==> config.mk <==
export PLATFORM = sky130hd
export DESIGN_NAME = board_action_ctrl
export DESIGN_NICKNAME = d
export VERILOG_FILES = /design/src/rtl/board_action_ctrl.sv
export SDC_FILE = /design/constraint.sdc
export NUM_CORES = 1
export LEC_CHECK = 0
export BUFFER_PORTS_ARGS = -buffer_cell sky130_fd_sc_hd__buf_2
export CAP_MARGIN = 20
export CORE_MARGIN = 3
export CORE_UTILIZATION = 48
export CTS_BUF_LIST = sky130_fd_sc_hd__clkbuf_4 sky130_fd_sc_hd__clkbuf_8
export DETAILED_ROUTE_END_ITERATION = 16
export GPL_TIMING_DRIVEN = 0
export PLACE_DENSITY = 0.73
export SYNTH_ARGS = -nofsm -noshare
export SYNTH_HDL_FRONTEND = slang
export SYNTH_SLANG_ARGS = --single-unit
==> constraint.sdc <==
create_clock -name clk -period 3 [get_ports clk]
set_input_delay 0.9 -clock clk [delete_from_list [all_inputs] [get_ports clk]]
set_output_delay 0.9 -clock clk [all_outputs]
set_load 0.01 [all_outputs]
==> src/rtl/board_action_ctrl.sv <==
// Player-action sequencer for the board-cell RAM: cursor, flag/reveal read-modify-write,
// flags-left / revealed-count bookkeeping and sticky game_over / win status.
//
// state  | meaning
// S_IDLE | waiting; moves applied, flag/reveal accepted
// S_RD   | action latched, ram_addr presented
// S_WT   | RAM samples the address
// S_EXEC | ram_rdata valid; decide and write the cell if it changes
// S_DONE | action_done pulse; busy drops next cycle
module board_action_ctrl #(
    parameter int COLS   = 8,
    parameter int ROWS   = 8,
    parameter int MINES  = 10,
    parameter int ADDR_W = 6
) (
    input  logic              clk,
    input  logic              reset,
    input  logic              new_game,
    input  logic              mv_up,
    input  logic              mv_dn,
    input  logic              mv_lf,
    input  logic              mv_rt,
    input  logic              req_flag,
    input  logic              req_reveal,
    output logic [ADDR_W-1:0] ram_addr,
    input  logic [7:0]        ram_rdata,
    output logic              ram_we,
    output logic [7:0]        ram_wdata,
    output logic [3:0]        cur_x,
    output logic [3:0]        cur_y,
    output logic              busy,
    output logic              action_done,
    output logic [7:0]        flags_left,
    output logic              game_over,
    output logic              win
);

    localparam logic [3:0] X_MAX      = 4'(COLS - 1);
    localparam logic [3:0] Y_MAX      = 4'(ROWS - 1);
    localparam logic [8:0] SAFE_CELLS = 9'(ROWS * COLS - MINES);
    localparam logic [7:0] FLAGS_INIT = 8'(MINES);

    typedef enum logic [2:0] {
        S_IDLE,
        S_RD,
        S_WT,
        S_EXEC,
        S_DONE
    } state_t;

    state_t     state, state_nxt;
    logic       clear;
    logic       accept;
    logic       move_ok;
    logic       act_reveal;
    logic [8:0] revealed_cnt;
    logic       cell_change;
    logic [7:0] cell_new;

    assign clear   = reset | new_game;
    assign accept  = (state == S_IDLE) && !game_over && !win && (req_flag || req_reveal);
    // An accepted action freezes the cursor so it uses the pre-move position.
    assign move_ok = (state == S_IDLE) && !accept;

    assign ram_addr = ADDR_W'(32'(cur_y) * 32'(COLS) + 32'(cur_x));

    always_ff @(posedge clk) begin
        if (clear) begin
            state <= S_IDLE;
        end else begin
            state <= state_nxt;
        end
    end

    always_comb begin
        state_nxt = state;
        case (state)
            S_IDLE:  if (accept) state_nxt = S_RD;
            S_RD:    state_nxt = S_WT;
            S_WT:    state_nxt = S_EXEC;
            S_EXEC:  state_nxt = S_DONE;
            S_DONE:  state_nxt = S_IDLE;
            default: state_nxt = S_IDLE;
        endcase
    end

    always_comb begin
        busy        = (state != S_IDLE);
        action_done = (state == S_DONE);
        cell_change = 1'b0;
        cell_new    = ram_rdata;
        if (act_reveal) begin
            if (!ram_rdata[5] && !ram_rdata[6]) begin
                cell_change = 1'b1;
                cell_new[6] = 1'b1;
            end
        end else if (!ram_rdata[6]) begin
            if (ram_rdata[5]) begin
                cell_change = 1'b1;
                cell_new[5] = 1'b0;
            end else if (flags_left != 8'd0) begin
                cell_change = 1'b1;
                cell_new[5] = 1'b1;
            end
        end
        ram_we    = 1'b0;
        ram_wdata = 8'h00;
        if (state == S_EXEC && cell_change) begin
            ram_we    = 1'b1;
            ram_wdata = cell_new;
        end
    end

    always_ff @(posedge clk) begin
        if (clear) begin
            cur_x        <= 4'd0;
            cur_y        <= 4'd0;
            act_reveal   <= 1'b0;
            flags_left   <= FLAGS_INIT;
            revealed_cnt <= 9'd0;
            game_over    <= 1'b0;
            win          <= 1'b0;
        end else begin
            if (accept) begin
                act_reveal <= req_reveal;
            end
            if (move_ok) begin
                if (mv_rt && !mv_lf && cur_x != X_MAX) begin
                    cur_x <= cur_x + 4'd1;
                end else if (mv_lf && !mv_rt && cur_x != 4'd0) begin
                    cur_x <= cur_x - 4'd1;
                end
                if (mv_dn && !mv_up && cur_y != Y_MAX) begin
                    cur_y <= cur_y + 4'd1;
                end else if (mv_up && !mv_dn && cur_y != 4'd0) begin
                    cur_y <= cur_y - 4'd1;
                end
            end
            // Bookkeeping rides on the write strobe: no write means nothing changed.
            if (ram_we) begin
                if (act_reveal) begin
                    if (ram_rdata[7]) begin
                        game_over <= 1'b1;
                    end else begin
                        revealed_cnt <= revealed_cnt + 9'd1;
                        if (revealed_cnt + 9'd1 == SAFE_CELLS) begin
                            win <= 1'b1;
                        end
                    end
                end else if (ram_rdata[5]) begin
                    flags_left <= flags_left + 8'd1;
                end else begin
                    flags_left <= flags_left - 8'd1;
                end
            end
        end
    end

endmodule

==> results.sh, run 1 <==
export IMPL_dp_slack_ps=34.8
export IMPL_p_sw_frac=0.243
export IMPL_slew_viol_final=0
export IMPL_layout_min_cycle_time_ps=2880
export IMPL_min_from="flags_left[7]"
export IMPL_cts_sinks=31
export IMPL_synth_top_area_share=0.304
export IMPL_outcome="completed"
export IMPL_finalHoldViolCount=0
export IMPL_yosys_top_cells_area="dfxtp_1, ha_1, xnor2_1"
export IMPL_grt_overflow_total=0
export IMPL_power_density_mw_per_mm2=359
export IMPL_io_pins=52
export IMPL_antennaDiodeCount=0
export IMPL_clk_pin_slew_ps=70
export IMPL_crit_slowest_cell="a211oi_4"
export IMPL_p_switching_mw=0.217
export IMPL_r2r_worst_path_cells=8
export IMPL_rows=23
export IMPL_wire_per_inst_um=13.0
export IMPL_cts_root_buf="clkbuf_8"
export IMPL_track_usage=0.185
export IMPL_finalSetupTns_ps=0
export IMPL_core_sq_mm=0.00406
export IMPL_dp_cells=336
export IMPL_die_area_sq_mm=0.00507
export IMPL_ir_worst_vdd_uv=213
export IMPL_cts_buffers=5
export IMPL_antenna_found_initial=0
export IMPL_grt_pass1_vias=1668
export IMPL_seq_power_share=0.474
export IMPL_setup_viol=0
export IMPL_ys_ff_latch=31
export IMPL_yosysMostFrequentCell="dfxtp_1"
export IMPL_syn2layout_area_growth_pct=21.9
export IMPL_antenna_left=0
export IMPL_synthDistinctLibCells=44
export IMPL_slowest_delay_ps=310
export IMPL_cp_end_kind="primary output"
export IMPL_worst_ep_required_time_ps=2100
export IMPL_synth_compound_area_frac=0.139
export IMPL_power_total_mw=0.893
export IMPL_synthTopCellsByCount="dfxtp_1, nor2_1, nand2_1"
export IMPL_cts_tree="built"
export IMPL_seq_area_sq_um=621
export IMPL_multi_input_area_sq_mm=0.00137
export IMPL_path_class="in -> out"
export IMPL_placed_area_sq_mm=0.00236
export IMPL_die_w_um=71.2
export IMPL_r2r_setup_slack_ps=760
export IMPL_holdBufCountCts=0
export IMPL_synthesis_area_sq_mm=0.00204
export IMPL_fin_crit_sh=0.961
export IMPL_hold_path_class="reg -> reg"
export IMPL_r2r_start="cur_x[0]"
export IMPL_syn_area_per_cell_sq_um=8.68
export IMPL_ys_seq_area_frac=0.304
export IMPL_whs_path_depth=2
export IMPL_startpoint_type="primary input"
export IMPL_ys_warn_count=0
export IMPL_holdWs_ps=499
export IMPL_synth_edf_count=0
export IMPL_dr_total_vias=1853
export IMPL_fmax_mhz=347
export IMPL_synth_mux_area_frac=0.0147
export IMPL_grt_max_degree=11
export IMPL_cts_buffer_depth=2
export IMPL_combPwrFrac=0.111
export IMPL_syn_inst=235
export IMPL_worst_pin_slew_ps=556
export IMPL_synthesis_nets=269
export IMPL_routed_wl_um=4500
export IMPL_avgViaCountPerCell=5.37
export IMPL_htreeDepth=2
export IMPL_gp_congestion=0.841
export IMPL_synthArstFlopShare=0
export IMPL_arrival_ps=1980
export IMPL_design_area_sq_mm=0.00249
export IMPL_synth_top_family_by_area="simple AND/OR/NAND/NOR gates"
export IMPL_skew_ps=5.36
export IMPL_synth_ff_type="dfxtp_1"
export IMPL_pwr_share_clk=0.415
export IMPL_layoutNonFillerInstCount=345
export IMPL_route_detailed_drc=0
export IMPL_finalWorstSetupSlack_ps=117
export IMPL_p_int_mw=0.676
export IMPL_initial_utilization=0.503
export IMPL_nNetsFinal=328
export IMPL_hpwl_um=3450
export IMPL_fillers=372
export IMPL_utilization=0.613
export IMPL_synth_simple_area_share=0.286
export IMPL_dr_pass1_iters=4
export IMPL_yosys_area_share_adder=0.115
export IMPL_drv_cap=0
export IMPL_drive_above_1_share=0.271
export IMPL_die_h_um=71.2
export IMPL_first_iter_violations=65
export IMPL_crit_chain="clkbuf_4 -> nor2_1 -> nand3_2 -> nor2_2 -> a211oi_4 -> and2_1 -> buf_2"
export IMPL_synth_xor_area_share=0.107
export IMPL_hold_end="flags_left[7]"
export IMPL_slew_headroom=0.625
export IMPL_clk_latency_ps=280
export IMPL_yosys_area_top_type="dfxtp_1"
export IMPL_io_buffers=51
export IMPL_grt_pass1_wl_um=7470
export IMPL_leakage_nw=1.12
export IMPL_r2r_end="cur_x[3]"
export IMPL_critPathMaxFanout=7
registers in the layout (all words and copies together) (netlist names):
name          cells
act_reveal        1
flags_left        8
win               1
cur_x             4
game_over         1
cur_y             4
revealed_cnt      9
state             3
placed cells by master (no fill, tap or decap), types with 5 or more instances in the layout:
cell type  instances
nand4_1            7
o21ai_0            7
a21oi_1           14
and2_1             6
xor2_1             9
xnor2_1           16
ha_1              14
dfxtp_1           31
clkbuf_8           7
inv_1              9
nand3_1            9
nor2_1            29
a21o_1             5
buf_2             50
nand2_1           18
nor4_1             5
worst max path at each step:
stage / startpoint / end / slack (ps) / depth (start not counted)
floorplan: ram_rdata[6] / ram_wdata[0] / 280 / 3
global placement: ram_rdata[5] / ram_wdata[0] / 50 / 7
detailed placement: ram_rdata[5] / ram_wdata[7] / 30 / 7
CTS: ram_rdata[5] / ram_wdata[7] / 40 / 7
global route: ram_rdata[5] / ram_wdata[7] / -10 / 7
finish: ram_rdata[5] / ram_wdata[0] / 120 / 7
power groups by stage:
| stage | sequential, mW | clock, mW | combinational [mW] |
|---|---|---|---|
| 2_1_floorplan | 0.431 | 0 | 0.0664 |
| 3_3_place_gp | 0.432 | 0 | 0.0976 |
| 3_5_place_dp | 0.432 | 0 | 0.0982 |
| 4_1_cts | 0.423 | 0.378 | 0.0990 |
| 5_1_grt | 0.424 | 0.400 | 0.112 |
| 6_report | 0.423 | 0.371 | 0.0994 |
worst max-delay path: cells and delay by family:
kind                   cells  cell delay, ps
and+or+nand+nor            4             450
buffers and inverters      2             310
AOI/OAI and AO/OA          1             310
what timing repair did:
item                       4_1_cts  5_1_grt
setup endpoints to repair        0        7
buffers inserted                 0        1
gates resized for setup          0        4
layer usage:
layer	GRT usage	routed length, um	up-vias
met1	0.230	2020	874
met3	0.0511	136	8
met4	0.0564	51	0
met2	0.309	2300	25
met5	0	0	-
li1	-	-	946
cell families (layout without fill, tap and decap cells):
family          count (synthesis)  after routing
simple gates                  103            103
flops                          31             31
compound gates                 41             41
fa+ha+maj                      17             17
xor+xnor                       25             25
buf+inv                        15             75
mux                             3              3
cell type report:
type | instances | share of cell area
Tap cell | 50 | 0.0252
Clock buffer | 8 | 0.0418
Sequential cell | 31 | 0.249
Buffer | 6 | 0.0136
Timing Repair Buffer | 52 | 0.107
Multi-Input combinational cell | 189 | 0.550
Inverter | 9 | 0.0136
(Power assumes the default switching activity.)
==> run 2: changes to the inputs <==
--- a/config.mk
+++ b/config.mk
@@ -9,7 +9,6 @@
 export CAP_MARGIN = 20
 export CORE_MARGIN = 3
 export CORE_UTILIZATION = 48
-export CTS_BUF_LIST = sky130_fd_sc_hd__clkbuf_4 sky130_fd_sc_hd__clkbuf_8
 export DETAILED_ROUTE_END_ITERATION = 16
 export GPL_TIMING_DRIVEN = 0
 export PLACE_DENSITY = 0.73
==> results.sh, run 2 (synthesized netlist as in run 1, its figures left out) <==
export IMPL_outcome="completed"
export IMPL_fillers=371
export IMPL_route_detailed_drc=0
export IMPL_critical_path_endpoint="ram_wdata[0]"
export IMPL_holdWs_ps=498
export IMPL_setup_viol=0
export IMPL_dr_pass1_iters=4
export IMPL_die_h_um=71.2
export IMPL_power_density_mw_per_mm2=356
export IMPL_routed_wl_um=4490
export IMPL_nNetsFinal=328
export IMPL_dp_slack_ps=34.8
export IMPL_cts_root_buf="clkbuf_8"
export IMPL_r2r_end="cur_x[3]"
export IMPL_wl_met3_um=136
export IMPL_critPathMaxFanout=7
export IMPL_grt_max_degree=11
export IMPL_antenna_left=0
export IMPL_clk_pin_slew_ps=70
export IMPL_track_usage=0.185
export IMPL_leakage_nw=1.12
export IMPL_layout_min_cycle_time_ps=2880
export IMPL_top_layer="met4"
export IMPL_worst_pin_slew_ps=561
export IMPL_fin_crit_sh=0.961
export IMPL_design_area_sq_mm=0.00248
export IMPL_m1WireLength_um=2010
export IMPL_layout_common_cells="buf_2, dfxtp_1, nor2_1"
export IMPL_gp_congestion=0.841
export IMPL_layoutNonFillerInstCount=345
export IMPL_r2r_worst_path_cells=8
export IMPL_finalHoldViolCount=0
export IMPL_wire_per_inst_um=13.0
export IMPL_largest_register="revealed_cnt"
export IMPL_cts_sinks=31
export IMPL_dr_total_vias=1843
export IMPL_placed_area_sq_mm=0.00236
export IMPL_drv_cap=0
export IMPL_dp_cells=336
export IMPL_r2r_start="cur_x[0]"
export IMPL_die_w_um=71.2
export IMPL_setup_worst_path_start="ram_rdata[5]"
export IMPL_core_sq_mm=0.00406
export IMPL_die_area_sq_mm=0.00507
export IMPL_io_pins=52
export IMPL_clk_latency_ps=280
export IMPL_holdBufCountCts=0
export IMPL_cts_buffer_depth=2
export IMPL_path_class="in -> out"
export IMPL_grt_pass1_vias=1671
export IMPL_antennaDiodeCount=0
export IMPL_worst_ep_required_time_ps=2100
export IMPL_drive_above_1_share=0.268
export IMPL_syn2layout_area_growth_pct=21.7
export IMPL_largest_register_ffs=9
export IMPL_r2r_setup_slack_ps=770
export IMPL_skew_ps=5.19
export IMPL_met2_length_um=2280
export IMPL_first_iter_violations=67
export IMPL_finalWorstSetupSlack_ps=117
export IMPL_layout_commonest_cell="buf_2"
export IMPL_grt_pass1_wl_um=7490
export IMPL_hpwl_um=3450
export IMPL_io_buffers=51
export IMPL_arrival_ps=1980
export IMPL_hold_path_class="reg -> reg"
export IMPL_slew_headroom=0.622
export IMPL_cp_end_kind="primary output"
export IMPL_grt_overflow_total=0
export IMPL_startpoint_type="primary input"
export IMPL_cts_tree="built"
export IMPL_fmax_mhz=347
export IMPL_avgViaCountPerCell=5.34
export IMPL_antenna_found_initial=0
export IMPL_htreeDepth=2
export IMPL_cts_buffers=5
export IMPL_power_total_mw=0.884
export IMPL_ir_worst_vdd_uv=213
export IMPL_slew_viol_final=0
export IMPL_reg_top3="revealed_cnt (9), flags_left (8)"
export IMPL_initial_utilization=0.503
export IMPL_rows=23
-- run 2: cell count changes in the layout (fill, tap and decap cells not counted) --
cell      previous run  this run
clkbuf_4             2         1
clkbuf_1             2         3
-- run 2: per-stage QoR --
stage          TNS [ps]   util
6_report              0  0.612
2_1_floorplan         0      -
5_1_grt           -26.6  0.612
4_1_cts               0  0.606
3_5_place_dp          0  0.581
3_3_place_gp          0  0.581
-- run 2: how the worst min path moves through the flow --
| stage | start | endpoint | slack, ps | cells past startpoint |
|---|---|---|---|---|
| finish | flags_left[7] | flags_left[7] | 500 | 2 |
| CTS | flags_left[7] | flags_left[7] | 500 | 2 |
| global placement | flags_left[7] | flags_left[7] | 470 | 2 |
| global route | flags_left[7] | flags_left[7] | 530 | 2 |
| detailed placement | flags_left[7] | flags_left[7] | 490 | 2 |
| floorplan | state[2] | state[1] | 500 | 1 |
-- run 2: final cells by class --
class | instances | area (sq um) | share of cell area
multi-input combinational | 189 | 1370 | 0.551
sequential | 31 | 621 | 0.250
timing repair buffer | 52 | 265 | 0.107
clock buffer | 8 | 100 | 0.0403
tap | 50 | 62.6 | 0.0252
buffer | 6 | 33.8 | 0.0136
inverter | 9 | 33.8 | 0.0136
-- run 2: worst max-delay path, stage by stage --
cell and delay (ps):
clkbuf_4 180, nor2_1 80, nand3_2 130, nor2_2 70, a211oi_4 310, and2_1 180
buf_2 130
-- run 2: what timing repair did --
| item | in CTS | in global routing |
|---|---|---|
| setup endpoints to repair | 0 | 7 |
| resized for setup | 0 | 4 |
| setup buffers | 0 | 1 |
-- run 2: power by group --
part,total [mW],switching [mW],internal [mW]
sequential,0.423,0.00786,0.415
clock,0.362,0.153,0.209
combinational,0.0992,0.0564,0.0428
total,0.884,0.217,0.667
-- run 2: per-layer routing --
metal	vias to the layer above	global-route usage
met4	0	0.0564
met5	-	0
met2	25	0.310
li1	947	-
met3	9	0.0511
met1	862	0.230
